File: src/rtl/vld_ram_pkg.sv
// Shared definitions for the vld_dp_ram arbiter slice.
// Holds the arbiter state encoding and the index-width helper used to
// size requester indices; IDX_W is the width for the default NUM_REQ of 4.
package vld_ram_pkg;

  typedef enum logic {
    ARB  = 1'b0,
    HOLD = 1'b1
  } arb_state_e;

  // Index width for n requesters; a single requester still gets one bit.
  function automatic int idx_width(input int n);
    return (n > 1) ? $clog2(n) : 1;
  endfunction

  localparam int NUM_REQ_DEFAULT = 4;
  localparam int IDX_W           = idx_width(NUM_REQ_DEFAULT);

endpackage

File: src/rtl/vld_ram_arbiter_if.sv
// Requester-side bus of the RAM arbiter.
//   req_valid/req_ready : per-requester handshake (ready is one-hot or zero)
//   req_we/req_lock     : per-requester write flag and grant-hold request
//   req_addr/req_wdata  : packed per-requester address and write data
//   rsp_valid/rsp_data  : one-hot read-response strobe and shared read data
// master = client engines, slave = arbiter.
interface vld_ram_arbiter_if #(
  parameter int NUM_REQ    = 4,
  parameter int DATA_WIDTH = 32,
  parameter int ADDR_WIDTH = 12
);

  logic [NUM_REQ-1:0]            req_valid;
  logic [NUM_REQ-1:0]            req_ready;
  logic [NUM_REQ-1:0]            req_we;
  logic [NUM_REQ-1:0]            req_lock;
  logic [NUM_REQ*ADDR_WIDTH-1:0] req_addr;
  logic [NUM_REQ*DATA_WIDTH-1:0] req_wdata;
  logic [NUM_REQ-1:0]            rsp_valid;
  logic [DATA_WIDTH-1:0]         rsp_data;

  modport master (
    output req_valid, req_we, req_lock, req_addr, req_wdata,
    input  req_ready, rsp_valid, rsp_data
  );

  modport slave (
    input  req_valid, req_we, req_lock, req_addr, req_wdata,
    output req_ready, rsp_valid, rsp_data
  );

endinterface

File: src/rtl/vld_ram_arbiter_rr_pick.sv
// rr_pick: combinational first-set search over req starting at ptr and
// wrapping past N-1 back to 0.
//   req   : request vector
//   ptr   : search start index (must be < N)
//   idx   : index of the first set bit found
//   found : 1 when any bit of req is set
module rr_pick #(
  parameter int N  = 4,
  parameter int IW = 2
) (
  input  logic [N-1:0]  req,
  input  logic [IW-1:0] ptr,
  output logic [IW-1:0] idx,
  output logic          found
);

  int unsigned j;

  always_comb begin
    found = 1'b0;
    idx   = '0;
    j     = 0;
    for (int unsigned k = 0; k < N; k++) begin
      j = (32'(ptr) + k) % N;
      if (!found && req[j]) begin
        found = 1'b1;
        idx   = IW'(j);
      end
    end
  end

endmodule

File: src/rtl/vld_ram_arbiter.sv
// vld_ram_arbiter: round-robin sharing of vld_dp_ram port A between
// NUM_REQ requesters, with locked bursts capped at MAX_HOLD beats.
//   clk, rst_n        : single clock, async active-low reset
//   bus (slave)       : requester handshake and read responses
//   ram_wr_en, ram_addr_vld, ram_addr, ram_din : registered RAM port A drive
//   ram_dout_vld, ram_dout                      : RAM port A read return
//   err_vld_mismatch  : sticky flag, RAM valid disagrees with expected read
module vld_ram_arbiter
  import vld_ram_pkg::*;
#(
  parameter int NUM_REQ    = 4,
  parameter int DATA_WIDTH = 32,
  parameter int ADDR_WIDTH = 12,
  parameter int MAX_HOLD   = 4
) (
  input  logic                  clk,
  input  logic                  rst_n,
  vld_ram_arbiter_if.slave      bus,
  output logic                  ram_wr_en,
  output logic                  ram_addr_vld,
  output logic [ADDR_WIDTH-1:0] ram_addr,
  output logic [DATA_WIDTH-1:0] ram_din,
  input  logic                  ram_dout_vld,
  input  logic [DATA_WIDTH-1:0] ram_dout,
  output logic                  err_vld_mismatch
);

  localparam int IW = idx_width(NUM_REQ);
  localparam int HW = $clog2(MAX_HOLD + 1);

  arb_state_e        state_q, state_d;
  logic [IW-1:0]     rr_ptr_q, rr_ptr_d;
  logic [IW-1:0]     owner_q, owner_d;
  logic [HW-1:0]     hold_q, hold_d;
  logic [IW-1:0]     pick_idx, acc_idx;
  logic              pick_found, acc;
  logic [NUM_REQ-1:0] ready, rsp;
  logic              rd_pend_q1, rd_pend_q2;
  logic [IW-1:0]     tag_q1, tag_q2;
  logic [1:0]        settle_q;

  function automatic logic [IW-1:0] next_ptr(input logic [IW-1:0] i);
    return (int'(i) == NUM_REQ - 1) ? '0 : i + 1'b1;
  endfunction

  rr_pick #(.N(NUM_REQ), .IW(IW)) u_pick (
    .req   (bus.req_valid),
    .ptr   (rr_ptr_q),
    .idx   (pick_idx),
    .found (pick_found)
  );

  always_comb begin
    state_d  = state_q;
    rr_ptr_d = rr_ptr_q;
    owner_d  = owner_q;
    hold_d   = hold_q;
    ready    = '0;
    acc      = 1'b0;
    acc_idx  = pick_idx;
    case (state_q)
      ARB: begin
        if (pick_found) begin
          ready[pick_idx] = 1'b1;
          acc             = 1'b1;
          if (bus.req_lock[pick_idx] && (MAX_HOLD > 1)) begin
            state_d = HOLD;
            owner_d = pick_idx;
            hold_d  = HW'(1);
          end else begin
            rr_ptr_d = next_ptr(pick_idx);
          end
        end
      end
      HOLD: begin
        acc_idx = owner_q;
        // Owner dropping valid ends the burst with an idle bus cycle.
        if (bus.req_valid[owner_q]) begin
          ready[owner_q] = 1'b1;
          acc            = 1'b1;
          if (bus.req_lock[owner_q] && (int'(hold_q) + 1 < MAX_HOLD)) begin
            hold_d = hold_q + 1'b1;
          end else begin
            state_d  = ARB;
            rr_ptr_d = next_ptr(owner_q);
            hold_d   = '0;
          end
        end else begin
          state_d  = ARB;
          rr_ptr_d = next_ptr(owner_q);
          hold_d   = '0;
        end
      end
    endcase
  end

  assign bus.req_ready = ready;

  always_ff @(posedge clk or negedge rst_n) begin
    if (!rst_n) begin
      state_q          <= ARB;
      rr_ptr_q         <= '0;
      owner_q          <= '0;
      hold_q           <= '0;
      ram_wr_en        <= 1'b0;
      ram_addr_vld     <= 1'b0;
      ram_addr         <= '0;
      ram_din          <= '0;
      rd_pend_q1       <= 1'b0;
      rd_pend_q2       <= 1'b0;
      tag_q1           <= '0;
      tag_q2           <= '0;
      settle_q         <= '0;
      err_vld_mismatch <= 1'b0;
    end else begin
      state_q      <= state_d;
      rr_ptr_q     <= rr_ptr_d;
      owner_q      <= owner_d;
      hold_q       <= hold_d;
      ram_addr_vld <= acc;
      ram_wr_en    <= acc & bus.req_we[acc_idx];
      if (acc) begin
        ram_addr <= bus.req_addr[int'(acc_idx)*ADDR_WIDTH +: ADDR_WIDTH];
        ram_din  <= bus.req_wdata[int'(acc_idx)*DATA_WIDTH +: DATA_WIDTH];
      end
      rd_pend_q1 <= acc & ~bus.req_we[acc_idx];
      tag_q1     <= acc_idx;
      rd_pend_q2 <= rd_pend_q1;
      tag_q2     <= tag_q1;
      // The RAM is not reset with us; its valid may be stale for two cycles.
      settle_q   <= {settle_q[0], 1'b1};
      if (settle_q[1] && !ram_wr_en && (rd_pend_q2 != ram_dout_vld))
        err_vld_mismatch <= 1'b1;
    end
  end

  always_comb begin
    rsp = '0;
    if (rd_pend_q2) rsp[tag_q2] = 1'b1;
  end

  assign bus.rsp_valid = rsp;
  assign bus.rsp_data  = ram_dout;

endmodule

File: src/flat_wrapper.sv
// flat-port wrapper written by rule: the top's interface ports become plain ports
module vld_ram_arbiter_flat import vld_ram_pkg::*;
#(
  parameter int NUM_REQ    = 4,
  parameter int DATA_WIDTH = 32,
  parameter int ADDR_WIDTH = 12,
  parameter int MAX_HOLD   = 4
)
  (clk, rst_n, ram_wr_en, ram_addr_vld, ram_addr, ram_din, ram_dout_vld, ram_dout, err_vld_mismatch, bus_req_valid, bus_req_we, bus_req_lock, bus_req_addr, bus_req_wdata, bus_req_ready, bus_rsp_valid, bus_rsp_data);
  vld_ram_arbiter_if #(.NUM_REQ(NUM_REQ), .DATA_WIDTH(DATA_WIDTH), .ADDR_WIDTH(ADDR_WIDTH)) bus_i ();
  input  logic clk;
  input  logic rst_n;
  output logic ram_wr_en;
  output logic ram_addr_vld;
  output logic [ADDR_WIDTH-1:0] ram_addr;
  output logic [DATA_WIDTH-1:0] ram_din;
  input  logic ram_dout_vld;
  input  logic [DATA_WIDTH-1:0] ram_dout;
  output logic err_vld_mismatch;
  input wire logic [$bits(bus_i.req_valid)-1:0] bus_req_valid;
  input wire logic [$bits(bus_i.req_we)-1:0] bus_req_we;
  input wire logic [$bits(bus_i.req_lock)-1:0] bus_req_lock;
  input wire logic [$bits(bus_i.req_addr)-1:0] bus_req_addr;
  input wire logic [$bits(bus_i.req_wdata)-1:0] bus_req_wdata;
  output wire logic [$bits(bus_i.req_ready)-1:0] bus_req_ready;
  output wire logic [$bits(bus_i.rsp_valid)-1:0] bus_rsp_valid;
  output wire logic [$bits(bus_i.rsp_data)-1:0] bus_rsp_data;
  assign bus_i.req_valid = bus_req_valid;
  assign bus_i.req_we = bus_req_we;
  assign bus_i.req_lock = bus_req_lock;
  assign bus_i.req_addr = bus_req_addr;
  assign bus_i.req_wdata = bus_req_wdata;
  assign bus_req_ready = bus_i.req_ready;
  assign bus_rsp_valid = bus_i.rsp_valid;
  assign bus_rsp_data = bus_i.rsp_data;
  vld_ram_arbiter #(.NUM_REQ(NUM_REQ), .DATA_WIDTH(DATA_WIDTH), .ADDR_WIDTH(ADDR_WIDTH), .MAX_HOLD(MAX_HOLD)) u_core (.clk(clk), .rst_n(rst_n), .bus(bus_i), .ram_wr_en(ram_wr_en), .ram_addr_vld(ram_addr_vld), .ram_addr(ram_addr), .ram_din(ram_din), .ram_dout_vld(ram_dout_vld), .ram_dout(ram_dout), .err_vld_mismatch(err_vld_mismatch));
endmodule
File: config.mk
export PLATFORM = sky130hd
export DESIGN_NAME = vld_ram_arbiter_flat
export DESIGN_NICKNAME = d
export VERILOG_FILES = /design/src/rtl/vld_ram_pkg.sv /design/src/rtl/vld_ram_arbiter_if.sv /design/src/rtl/vld_ram_arbiter_rr_pick.sv /design/src/rtl/vld_ram_arbiter.sv /design/src/flat_wrapper.sv
export SDC_FILE = /design/constraint.sdc
export NUM_CORES = 1
export LEC_CHECK = 0
export ABC_AREA = 1
export CAP_MARGIN = 20
export CELL_PAD_IN_SITES_DETAIL_PLACEMENT = 1
export CELL_PAD_IN_SITES_GLOBAL_PLACEMENT = 2
export CORE_MARGIN = 4
export CORE_UTILIZATION = 19
export DETAILED_ROUTE_END_ITERATION = 10
export PLACE_DENSITY_LB_ADDON = 0.1
export SLEW_MARGIN = 20
export SYNTH_ARGS = -nofsm -noshare
export SYNTH_HDL_FRONTEND = slang
export SYNTH_HIERARCHICAL = 1
export SYNTH_SLANG_ARGS = --single-unit
File: constraint.sdc
create_clock -name clk -period 4.91 [get_ports clk]
set_clock_uncertainty 0.2 [all_clocks]
set_input_delay 1.473 -clock clk [delete_from_list [all_inputs] [get_ports clk]]
set_output_delay 1.473 -clock clk [all_outputs]
set_load 0.005 [all_outputs]
==> results of run 1 <==
==> worst paths after layout <==
| check | to | cells after the start |
|---|---|---|
| max in group asynchronous | u_core/ram_addr[3]$_DFFE_PN0P_ | 2 |
| worst max register to register | u_core/ram_addr[7]$_DFFE_PN0P_ | 23 |
| worst max-delay path | bus_req_ready[2] | 16 |
| min in group asynchronous | u_core/ram_addr_vld$_DFF_PN0_ | 1 |
| worst min-delay path | u_core/tag_q2[1]$_DFF_PN0_ | 0 |
| worst min register to register | u_core/tag_q2[1]$_DFF_PN0_ | 0 |
==> registers in the layout, summed over array words and instances, names as in the netlist, 2 cells and up <==
signal	flops
u_core/hold_q	3
u_core/owner_q	2
u_core/ram_addr	12
u_core/ram_din	32
u_core/rr_ptr_q	2
u_core/settle_q	2
u_core/tag_q1	2
u_core/tag_q2	2
==> cell type report <==
class	count	area [um^2]	area share, %
clock inverter	6	91.3	1.17
sequential	63	1580	20.2
antenna	2	5.00	0.0642
inverter	32	123	1.57
timing repair buffer	271	2660	34.1
tap	330	413	5.29
multi-input combinational	589	2690	34.5
clock buffer	10	239	3.06
==> cell usage in the layout (no fill, tap or decap), types with 2 or more instances in the layout <==
cell type,count
a21oi_1,2
buf_12,3
buf_4,23
bufinv_16,2
clkbuf_16,9
clkbuf_2,3
clkdlybuf4s50_1,236
dfrtp_1,63
diode_2,2
dlygate4sd2_1,4
ha_1,8
inv_1,18
inv_2,13
inv_6,2
nand2_1,329
nand2_2,18
nand2_4,6
nand3_1,61
nand3_2,5
nor2_1,48
nor2_2,2
nor3_1,5
o21ai_0,38
o21ai_1,55
==> power by group <==
part	internal (mW)	leakage, nW	switching, mW
clock network	0.462	0.163	0.253
logic	1.72	2.75	2.70
registers	0.806	0.763	0.183
total	2.99	3.67	3.14
==> repair_timing <==
item,CTS,global route
setup buffers,3,3
setup endpoints to repair,4,2
pin swaps,5,2
gates resized for setup,25,10
==> worst max-delay path: stages <==
cell and delay, ps:
clkdlybuf4s15_2 210, inv_2 70, nand2_2 70, nand3_4 90, nand2_4 80, nor2_4 140
nand3_2 70, nand2_1 60, nand2_1 60, inv_2 60, buf_4 110, inv_2 40
ha_1 180, nand3_1 80, nand2_1 60, dlygate4sd2_1 250
==> per-stage QoR <==
stage / power [mW] / instance area (um^2) / setup WS (ps)
final: 6.13 / 7800 / 123
after global routing: 6.90 / 7800 / -15.5
after CTS: 6.28 / 7770 / 35.6
after detailed placement: 5.47 / 7390 / -400
after global placement: 5.46 / 7390 / -361
after floorplan: 3.81 / 4870 / 686
==> metal layers <==
metal  vias to the layer above  GRT usage [%]  part of all wire, %
li1                       2784              -                    -
met1                      2507           18.7                   43
met2                       160           25.6                   48
met3                        23           5.38                  8.5
met4                         0           3.63                  1.3
met5                         -              0                    0
==> logic make-up (layout without fill, tap and decap cells) <==
logic type | Yosys count | after routing | share of synthesized area, %
buffers and inverters | 108 | 319 | 13.5
flip-flops | 63 | 63 | 32.4
AO/OA/AOI/OAI | 100 | 100 | 10.6
adder cells (fa/ha/maj) | 9 | 9 | 2.31
AND/OR/NAND/NOR | 479 | 479 | 41.1
other | 1 | 3 | 0.0770
==> results_dict.tcl, run 1 <==
set metrics [dict create \
    status "finished, final reports clean" \
    cts_root_buffer "clkbuf_16" \
    crit_path_max_fanout 4 \
    vdd_drop_max_mv 0.458 \
    wl_per_cell_um 16.8 \
    synth_top_area_share_pct 32.4 \
    place_hpwl_um 16200 \
    numClockSinks 63 \
    start_kind "primary input" \
    ys_warn_count 6 \
    worstPathRequired_ps 3240 \
    cap_violations 0 \
    drt-initial-drc-count 242 \
    synth_edf_count 0 \
    dp_cells 1279 \
    max_freq_ghz 0.209 \
    syn_area_um2 4870 \
    drtAntennaViolNets 0 \
    holdCritStartpoint "u_core/tag_q1[1]$_DFF_PN0_" \
    viasPerCell 4.20 \
    first_pass_iters 4 \
    synthArstFlopShare_pct 100 \
    netlist.top_cell.by_area "dfrtp_1" \
    gr-usage-all-layers_pct 15.2 \
    fp-row-count 58 \
    nFillCells 3123 \
    yosysMostFrequentCell "nand2_1" \
    fin_crit_sh_pct 97.5 \
    grt_pass1_vias 5877 \
    critPathCaptureType "primary output" \
    clkLatencyLatePin_ps 330 \
    final_nets 1198 \
    setup_violations 0 \
    netlist-cell-type-count 29 \
    synthCells 760 \
    r2r_setup_slack_ps 1620 \
    drive_gt1_share_pct 10.1 \
    power_leakage_nw 3.67 \
    whs_ps 151 \
    synthTopCellsByCount "nand2_1, nand3_1, dfrtp_1" \
    p_per_area_nw_per_um2 785 \
    h-tree-depth 3 \
    gp_congestion 0.778 \
    syn-num-nets 992 \
    area_growth_syn_to_layout_pct 60.2 \
    die_x_um 168 \
    final_cells 1303 \
    critPathKind "in2out" \
    port_buffers 245 \
    tritoncts "built" \
    cts_hold_buf 0 \
    gr-total-overflow 0 \
    fin_util_pct 31.0 \
    wl_um 21800 \
    grt_pass1_wl_um 34000 \
    period_needed_ps 4790 \
    start_util_pct 19.3 \
    ys_seq_elements 63 \
    remaining_drc_errors 0 \
    hp-class "reg2reg" \
    vias 5474 \
    slew_violations 0 \
    grt_max_degree 91 \
    die-height_um 168 \
    hold_viol_final 0 \
    post_synth.cell_area_avg_um2 6.41 \
    ys_seq_area_share_pct 32.4 \
    clkTransAtPathRegs_ps 60 \
    tightest_slew_ps 829 \
    io_pins 310 \
    cp-startpoint "bus_req_valid[2]" \
    r2r_start "u_core/rr_ptr_q[0]$_DFFE_PN0P_" \
    slew_headroom_pct 44.7 \
    synthTopCellsByArea "dfrtp_1, nand2_1, nand3_1" \
    setup_tns_ps 0 \
    cts_max_path_buffers 2 \
    coreArea_um2 25200 \
    cp.arrival_ps 3110 \
    die_area_um2 28200 \
    cts_made_buffers 9 \
    antenna_found_initial 1 \
    postSynth.topFlopCell "dfrtp_1" \
]
(Power assumes the default switching activity.)
==> run 2, diff against run 1 <==
--- a/config.mk
+++ b/config.mk
@@ -6,6 +6,7 @@
 export NUM_CORES = 1
 export LEC_CHECK = 0
 export ABC_AREA = 1
+export ABC_CLOCK_PERIOD_IN_PS = 4910
 export CAP_MARGIN = 20
 export CELL_PAD_IN_SITES_DETAIL_PLACEMENT = 1
 export CELL_PAD_IN_SITES_GLOBAL_PLACEMENT = 2
==> results of run 2 <==
No change in the layout: final DEF, timing and power equal those of run 1.
